**config.mk**
```make
export PLATFORM = sky130hd
export DESIGN_NAME = register_file_16
export DESIGN_NICKNAME = d
export VERILOG_FILES = /design/src/rtl/regfile_pkg.sv /design/src/rtl/register_file_16_clear_sequencer.sv /design/src/rtl/register_file_16.sv
export SDC_FILE = /design/constraint.sdc
export NUM_CORES = 1
export LEC_CHECK = 0
export BUFFER_PORTS_ARGS = -buffer_cell sky130_fd_sc_hd__buf_4
export CORE_MARGIN = 2
export CORE_UTILIZATION = 50
export DETAILED_ROUTE_END_ITERATION = 6
export MAX_ROUTING_LAYER = met4
export PLACE_DENSITY = 0.67
export SLEW_MARGIN = 20
export SYNTH_ARGS = -nofsm -noshare
export SYNTH_HDL_FRONTEND = slang
export SYNTH_SLANG_ARGS = --single-unit
```
**constraint.sdc**
```tcl
create_clock -name Clk -period 3.85 [get_ports Clk]
set_input_delay 0.1925 -clock Clk [delete_from_list [all_inputs] [get_ports Clk]]
set_output_delay 0.1925 -clock Clk [all_outputs]
set_load 0.02 [all_outputs]
```
**src/rtl/regfile_pkg.sv**
```systemverilog
// Shared constants and types for the 16x16 register file.
package regfile_pkg;

    localparam int DATA_W = 16;
    localparam int DEPTH  = 16;
    localparam int ADDR_W = $clog2(DEPTH);

    typedef logic [DATA_W-1:0] data_t;
    typedef logic [ADDR_W-1:0] addr_t;

    typedef enum logic {
        IDLE,
        CLEAR
    } rf_state_t;

endpackage

```
**src/rtl/register_file_16_clear_sequencer.sv**
```systemverilog
// Sweeps the register file to zero, one entry per cycle.
module clear_sequencer
    import regfile_pkg::*;
(
    input  logic  Clk,
    input  logic  Reset_n,
    input  logic  i_clr,
    output logic  o_busy,
    output logic  o_clr_we,
    output addr_t o_clr_addr
);

    rf_state_t r_state;
    rf_state_t w_state_nxt;
    addr_t     r_ptr;
    addr_t     w_ptr_nxt;

    always_ff @(posedge Clk or negedge Reset_n) begin
        if (!Reset_n) begin
            r_state <= IDLE;
            r_ptr   <= '0;
        end else begin
            r_state <= w_state_nxt;
            r_ptr   <= w_ptr_nxt;
        end
    end

    always_comb begin
        w_state_nxt = r_state;
        w_ptr_nxt   = r_ptr;
        unique case (r_state)
            IDLE: begin
                if (i_clr) begin
                    w_state_nxt = CLEAR;
                    w_ptr_nxt   = '0;
                end
            end
            CLEAR: begin
                w_ptr_nxt = r_ptr + 1'b1;
                // Last entry zeroed on this edge; Clr is ignored mid-sweep.
                if (r_ptr == addr_t'(DEPTH - 1)) begin
                    w_state_nxt = IDLE;
                end
            end
            default: begin
                w_state_nxt = IDLE;
                w_ptr_nxt   = '0;
            end
        endcase
    end

    assign o_busy     = (r_state == CLEAR);
    assign o_clr_we   = (r_state == CLEAR);
    assign o_clr_addr = r_ptr;

endmodule

```
**src/rtl/register_file_16.sv**
```systemverilog
// 16x16 register file: two registered read ports with write-first
// bypass, plus a sequenced clear driven by clear_sequencer.
module register_file_16
    import regfile_pkg::*;
(
    input  logic              Clk,
    input  logic              Reset_n,
    input  logic              W_en,
    input  logic [ADDR_W-1:0] W_addr,
    input  logic [DATA_W-1:0] W_data,
    input  logic              Ra_en,
    input  logic [ADDR_W-1:0] Ra_addr,
    input  logic              Rb_en,
    input  logic [ADDR_W-1:0] Rb_addr,
    input  logic              Clr,
    output logic [DATA_W-1:0] Ra_data,
    output logic [DATA_W-1:0] Rb_data,
    output logic              Busy
);

    data_t r_mem [DEPTH];
    data_t r_ra;
    data_t r_rb;

    logic  w_busy;
    logic  w_clr_we;
    addr_t w_clr_addr;
    logic  w_we;
    addr_t w_waddr;
    data_t w_wdata;

    clear_sequencer u_clr_seq (
        .Clk       (Clk),
        .Reset_n   (Reset_n),
        .i_clr     (Clr),
        .o_busy    (w_busy),
        .o_clr_we  (w_clr_we),
        .o_clr_addr(w_clr_addr)
    );

    // The sweep owns the write port; external writes are dropped.
    assign w_we    = w_clr_we | (W_en & ~w_busy);
    assign w_waddr = w_clr_we ? w_clr_addr : W_addr;
    assign w_wdata = w_clr_we ? '0 : W_data;

    always_ff @(posedge Clk or negedge Reset_n) begin
        if (!Reset_n) begin
            for (int i = 0; i < DEPTH; i++) begin
                r_mem[i] <= '0;
            end
            r_ra <= '0;
            r_rb <= '0;
        end else begin
            if (w_we) begin
                r_mem[w_waddr] <= w_wdata;
            end
            if (Ra_en) begin
                r_ra <= (w_we && (w_waddr == Ra_addr)) ? w_wdata : r_mem[Ra_addr];
            end
            if (Rb_en) begin
                r_rb <= (w_we && (w_waddr == Rb_addr)) ? w_wdata : r_mem[Rb_addr];
            end
        end
    end

    assign Ra_data = r_ra;
    assign Rb_data = r_rb;
    assign Busy    = w_busy;

endmodule

```
==> summary.txt <==
======================================================================================
Outcome .................................................................    completed
Setup repair bufs after CTS .............................................            0
Sum of buffers and inverters on the critical path .......................            0
Lkg Pwr .................................................................   0.00716 uW
Number of flops mapped to enable cells by yosys .........................            0
Setup ws final ..........................................................     0.935 ns
Average wire per cell in the routed design ..............................      24.8 um
Fraction of power consumed by sequential logic ..........................        0.419
Vias in the first global route ..........................................        11100
Async set or reset register ratio after synthesis .......................         1.00
Crit path depth .........................................................            5
Final critical-path share of the clock period ...........................        0.757
Min Clock Period, post-route ............................................      2.91 ns
Leading area contributor after synthesis ................................ sky130_fd_sc_hd__dfrtp_1
Via/cell ratio ..........................................................         6.28
Clk sinks ...............................................................          293
Clk root buf ............................................................ sky130_fd_sc_hd__clkbuf_16
Effective utilization at floorplan ......................................        0.507
Share of the synthesized area in the top cell type ......................        0.489
R2R Path End ............................................................ Rb_data[3]$_DFFE_PN0P_
Reg2reg path depth ......................................................            5
Number of different library cells in the post-synthesis netlist .........           47
Vias ....................................................................        10800
Hold Fails Final Rpt ....................................................            0
Clock slew at the register clock pins of the worst setup and hold paths .      0.06 ns
Top_reg_cell synth ...................................................... sky130_fd_sc_hd__dfrtp_1
Kind of start point of the critical path ................................         flop
Total nets after synthesis ..............................................         1320
Clock skew after layout .................................................    0.0154 ns
Internal power of the cells .............................................      8510 uW
Area of the core region .................................................   29600 um^2
Number of maximum-capacitance constraint violations .....................            0
Post-synthesis cell count ...............................................         1285
Met3 GRT Util ...........................................................       0.0576
Post-CTS Hold Fix Bufs ..................................................            2
Number of rows created at floorplan .....................................           63
Number of warning messages in the yosys log .............................            0
CTS tree ................................................................          yes
Max incr delay on CP ....................................................      0.82 ns
Number of synthesized register bits .....................................          293
Net Switching ...........................................................      4710 uW
Hold_sp .................................................................        Rb_en
Setup repair after global routing missed its margin .....................        false
Maximum clock rate ......................................................      343 MHz
Biggest area contributors in the synthesized netlist .................... sky130_fd_sc_hd__dfrtp_1 (49%), sky130_fd_sc_hd__mux4_2 (19%), sky130_fd_sc_hd__o21ai_0 (6.9%), sky130_fd_sc_hd__nand2_1 (5.7%), sky130_fd_sc_hd__mux2_2 (3.6%)
Actual transition at the worst max-transition pin .......................      1.13 ns
Most frequent cell after synthesis ...................................... sky130_fd_sc_hd__dfrtp_1
Routed Wire Length ......................................................     42600 um
Residual DRC count ......................................................            0
Global-route met1 utilization ...........................................        0.370
DRT iter0 DRCs ..........................................................          997
Arrival time reported for the critical path endpoint ....................      3.25 ns
Non-filler instance count after layout ..................................         1720
Switching share of power ................................................        0.356
Most Crowded Layer GR ...................................................         met2
Number of buffers inserted by port buffering ............................           66
HPWL Detailed ...........................................................     26500 um
Category of the most critical setup path ................................   reg -> reg
CTS H-Tree Depth ........................................................            2
Average cell area after synthesis .......................................    11.7 um^2
Area taken by multi-input logic gates ...................................    7120 um^2
Die ar. .................................................................   31400 um^2
Family of cells with the greatest summed delay on the critical path ..... simple AND/OR/NAND/NOR gates
Ranking of synthesized cells by instance count .......................... sky130_fd_sc_hd__dfrtp_1 (293), sky130_fd_sc_hd__nand2_1 (227), sky130_fd_sc_hd__o21ai_0 (208)
Worst-skew pair later-pin latency .......................................      0.51 ns
First-pass GRT wire length ..............................................     65700 um
Largest fanout on the critical path .....................................           44
Worst hold path class ...................................................    in -> reg
Peak supply drop ........................................................   0.000316 V
Layout Area Growth over Synthesis .......................................        12.9%
Ports placed on the boundary ............................................           67
Hold Crit Endpoint ...................................................... Rb_data[0]$_DFFE_PN0P_
Largest net degree at the start of global routing .......................          121
Hold depth ..............................................................            3
X dimension of the die ..................................................       177 um
Final net count .........................................................         1343
Height of the chip ......................................................       177 um
Launch point of the worst reg-to-reg path ............................... u_clr_seq.o_busy$_DFF_PN0_
Number of cells in the design after placement ...........................         1660
Crit. End Element .......................................................         flop
GR Layer Usage met2 .....................................................        0.466
Global-route congestion overflow total ..................................            0
CP Cell Sequence ........................................................ mux2i_1 > xnor2_1 > nor4_1 > and2_1 > a221oi_1
Slowest stage cell, crit path ........................................... sky130_fd_sc_hd__and2_1
R2r setup slk ...........................................................      0.94 ns
Post-synthesis instance area ............................................   15000 um^2
Post-route antenna net violation count ..................................            0
Register area ...........................................................    7330 um^2
Max clock buf depth .....................................................            3
Worst setup timing slack at the placement stage .........................      1.03 ns
Relative slew slack .....................................................        0.247
WP data required ........................................................      4.18 ns
Logic pwr share .........................................................        0.340
Power per Cell Area .....................................................  781 nW/um^2
Layout cell share with drive strength beyond 1 ..........................        0.267
Clock network power share ...............................................        0.241
Diode insertion count for antenna repair ................................            0
Total chip power ........................................................     13200 uW
Fill count ..............................................................         2435
Final-report setup violation count ......................................            0
Gr usage total ..........................................................        0.290
Pins over their slew limit ..............................................            0
Number of antenna violations at the first check in global routing .......            0
Last weighted congestion value of the routability-driven placer .........        0.834
Share of the yosys chip area belonging to registers .....................        0.489
Quantity of gates resized following cts .................................            0
Clock buffers created by TritonCTS ......................................           34
Setup TNS ...............................................................         0 ns
Iteration count of the initial detailed-routing pass ....................            4
======================================================================================
-- cell type report --
class / instances / area share
repair buffers: 109 / 0.0505
multi-input cells: 865 / 0.421
well taps: 390 / 0.0288
clock buffers: 57 / 0.0650
flip-flops and latches: 293 / 0.433
clock inverters: 1 / 0.000665
inverters: 5 / 0.00111
-- placed cells by master, fill, tap and decap left out, types with 5 or more instances in the layout --
master and count:
sky130_fd_sc_hd__and2_1 6, sky130_fd_sc_hd__dfrtp_1 292, sky130_fd_sc_hd__and3_2 5, sky130_fd_sc_hd__buf_4 104
sky130_fd_sc_hd__mux2_2 48, sky130_fd_sc_hd__clkbuf_1 10, sky130_fd_sc_hd__a22oi_1 33, sky130_fd_sc_hd__a22o_1 32
sky130_fd_sc_hd__inv_1 5, sky130_fd_sc_hd__nand2_1 227, sky130_fd_sc_hd__o21ai_1 5, sky130_fd_sc_hd__xnor2_1 6
sky130_fd_sc_hd__a211oi_1 6, sky130_fd_sc_hd__nand2b_1 19, sky130_fd_sc_hd__and3_1 6, sky130_fd_sc_hd__mux4_2 128
sky130_fd_sc_hd__nor2b_1 21, sky130_fd_sc_hd__a211oi_2 9, sky130_fd_sc_hd__clkbuf_16 37, sky130_fd_sc_hd__nor2_1 51
sky130_fd_sc_hd__o21ai_0 208, sky130_fd_sc_hd__clkbuf_8 10, sky130_fd_sc_hd__a221oi_1 16
-- routing by layer --
layer | wire length, um | vias to the layer above
met3 | 2990 | 100
met2 | 20800 | 429
li1 | - | 4756
met1 | 17500 | 5520
met4 | 1340 | 0
met5 | 0 | -
-- how the worst max path moves through the flow --
| stage | from | to |
|---|---|---|
| floorplan | u_clr_seq.o_busy$_DFF_PN0_ | r_mem[37]$_DFFE_PN0P_ |
| global placement | u_clr_seq.o_busy$_DFF_PN0_ | Ra_data[2]$_DFFE_PN0P_ |
| detailed placement | u_clr_seq.o_busy$_DFF_PN0_ | Rb_data[13]$_DFFE_PN0P_ |
| CTS | u_clr_seq.o_busy$_DFF_PN0_ | Rb_data[3]$_DFFE_PN0P_ |
| global route | u_clr_seq.o_busy$_DFF_PN0_ | Rb_data[15]$_DFFE_PN0P_ |
| finish | u_clr_seq.o_busy$_DFF_PN0_ | Rb_data[3]$_DFFE_PN0P_ |
-- through the flow --
step | util | instance area, um^2 | hold slack (ns)
2_1_floorplan | - | 15000 | -0.103
3_3_place_gp | 0.534 | 15800 | 0.360
3_5_place_dp | 0.534 | 15800 | 0.368
4_1_cts | 0.573 | 16900 | 0.112
5_1_grt | 0.573 | 16900 | 0.122
6_report | 0.573 | 16900 | 0.119
-- logic make-up (layout without fill, tap and decap cells) --
kind of cell | after synthesis | count (layout) | share of synthesized area
compound gates | 322 | 322 | 0.134
xor+xnor | 10 | 10 | 0.00584
fa+ha+maj | 1 | 1 | 0.000834
buf+inv | 127 | 172 | 0.0366
flops | 293 | 293 | 0.489
mux | 179 | 179 | 0.231
simple gates | 353 | 353 | 0.103
-- worst reg2reg max path, stage by stage, from the launching register on --
cell and delay, ns:
sky130_fd_sc_hd__dfrtp_2 0.81, sky130_fd_sc_hd__mux2i_1 0.43, sky130_fd_sc_hd__xnor2_1 0.11, sky130_fd_sc_hd__nor4_1 0.36, sky130_fd_sc_hd__and2_1 0.82, sky130_fd_sc_hd__a221oi_1 0.23
-- flip-flops by register name (all words and copies together) (netlist names) --
signal                flops
r_mem                   256
Ra_data                  16
Rb_data                  16
u_clr_seq.o_clr_addr      4
u_clr_seq.o_busy          1
-- power groups by stage --
stage / clock network [uW] / logic (uW) / registers [uW]
6_report: 3180 / 4500 / 5530
5_1_grt: 3380 / 4900 / 5700
4_1_cts: 3230 / 4490 / 5490
3_5_place_dp: 0 / 4480 / 5520
3_3_place_gp: 0 / 4330 / 5420
2_1_floorplan: 0 / 3090 / 5300
No activity file was read; power rests on OpenSTA's default activity.
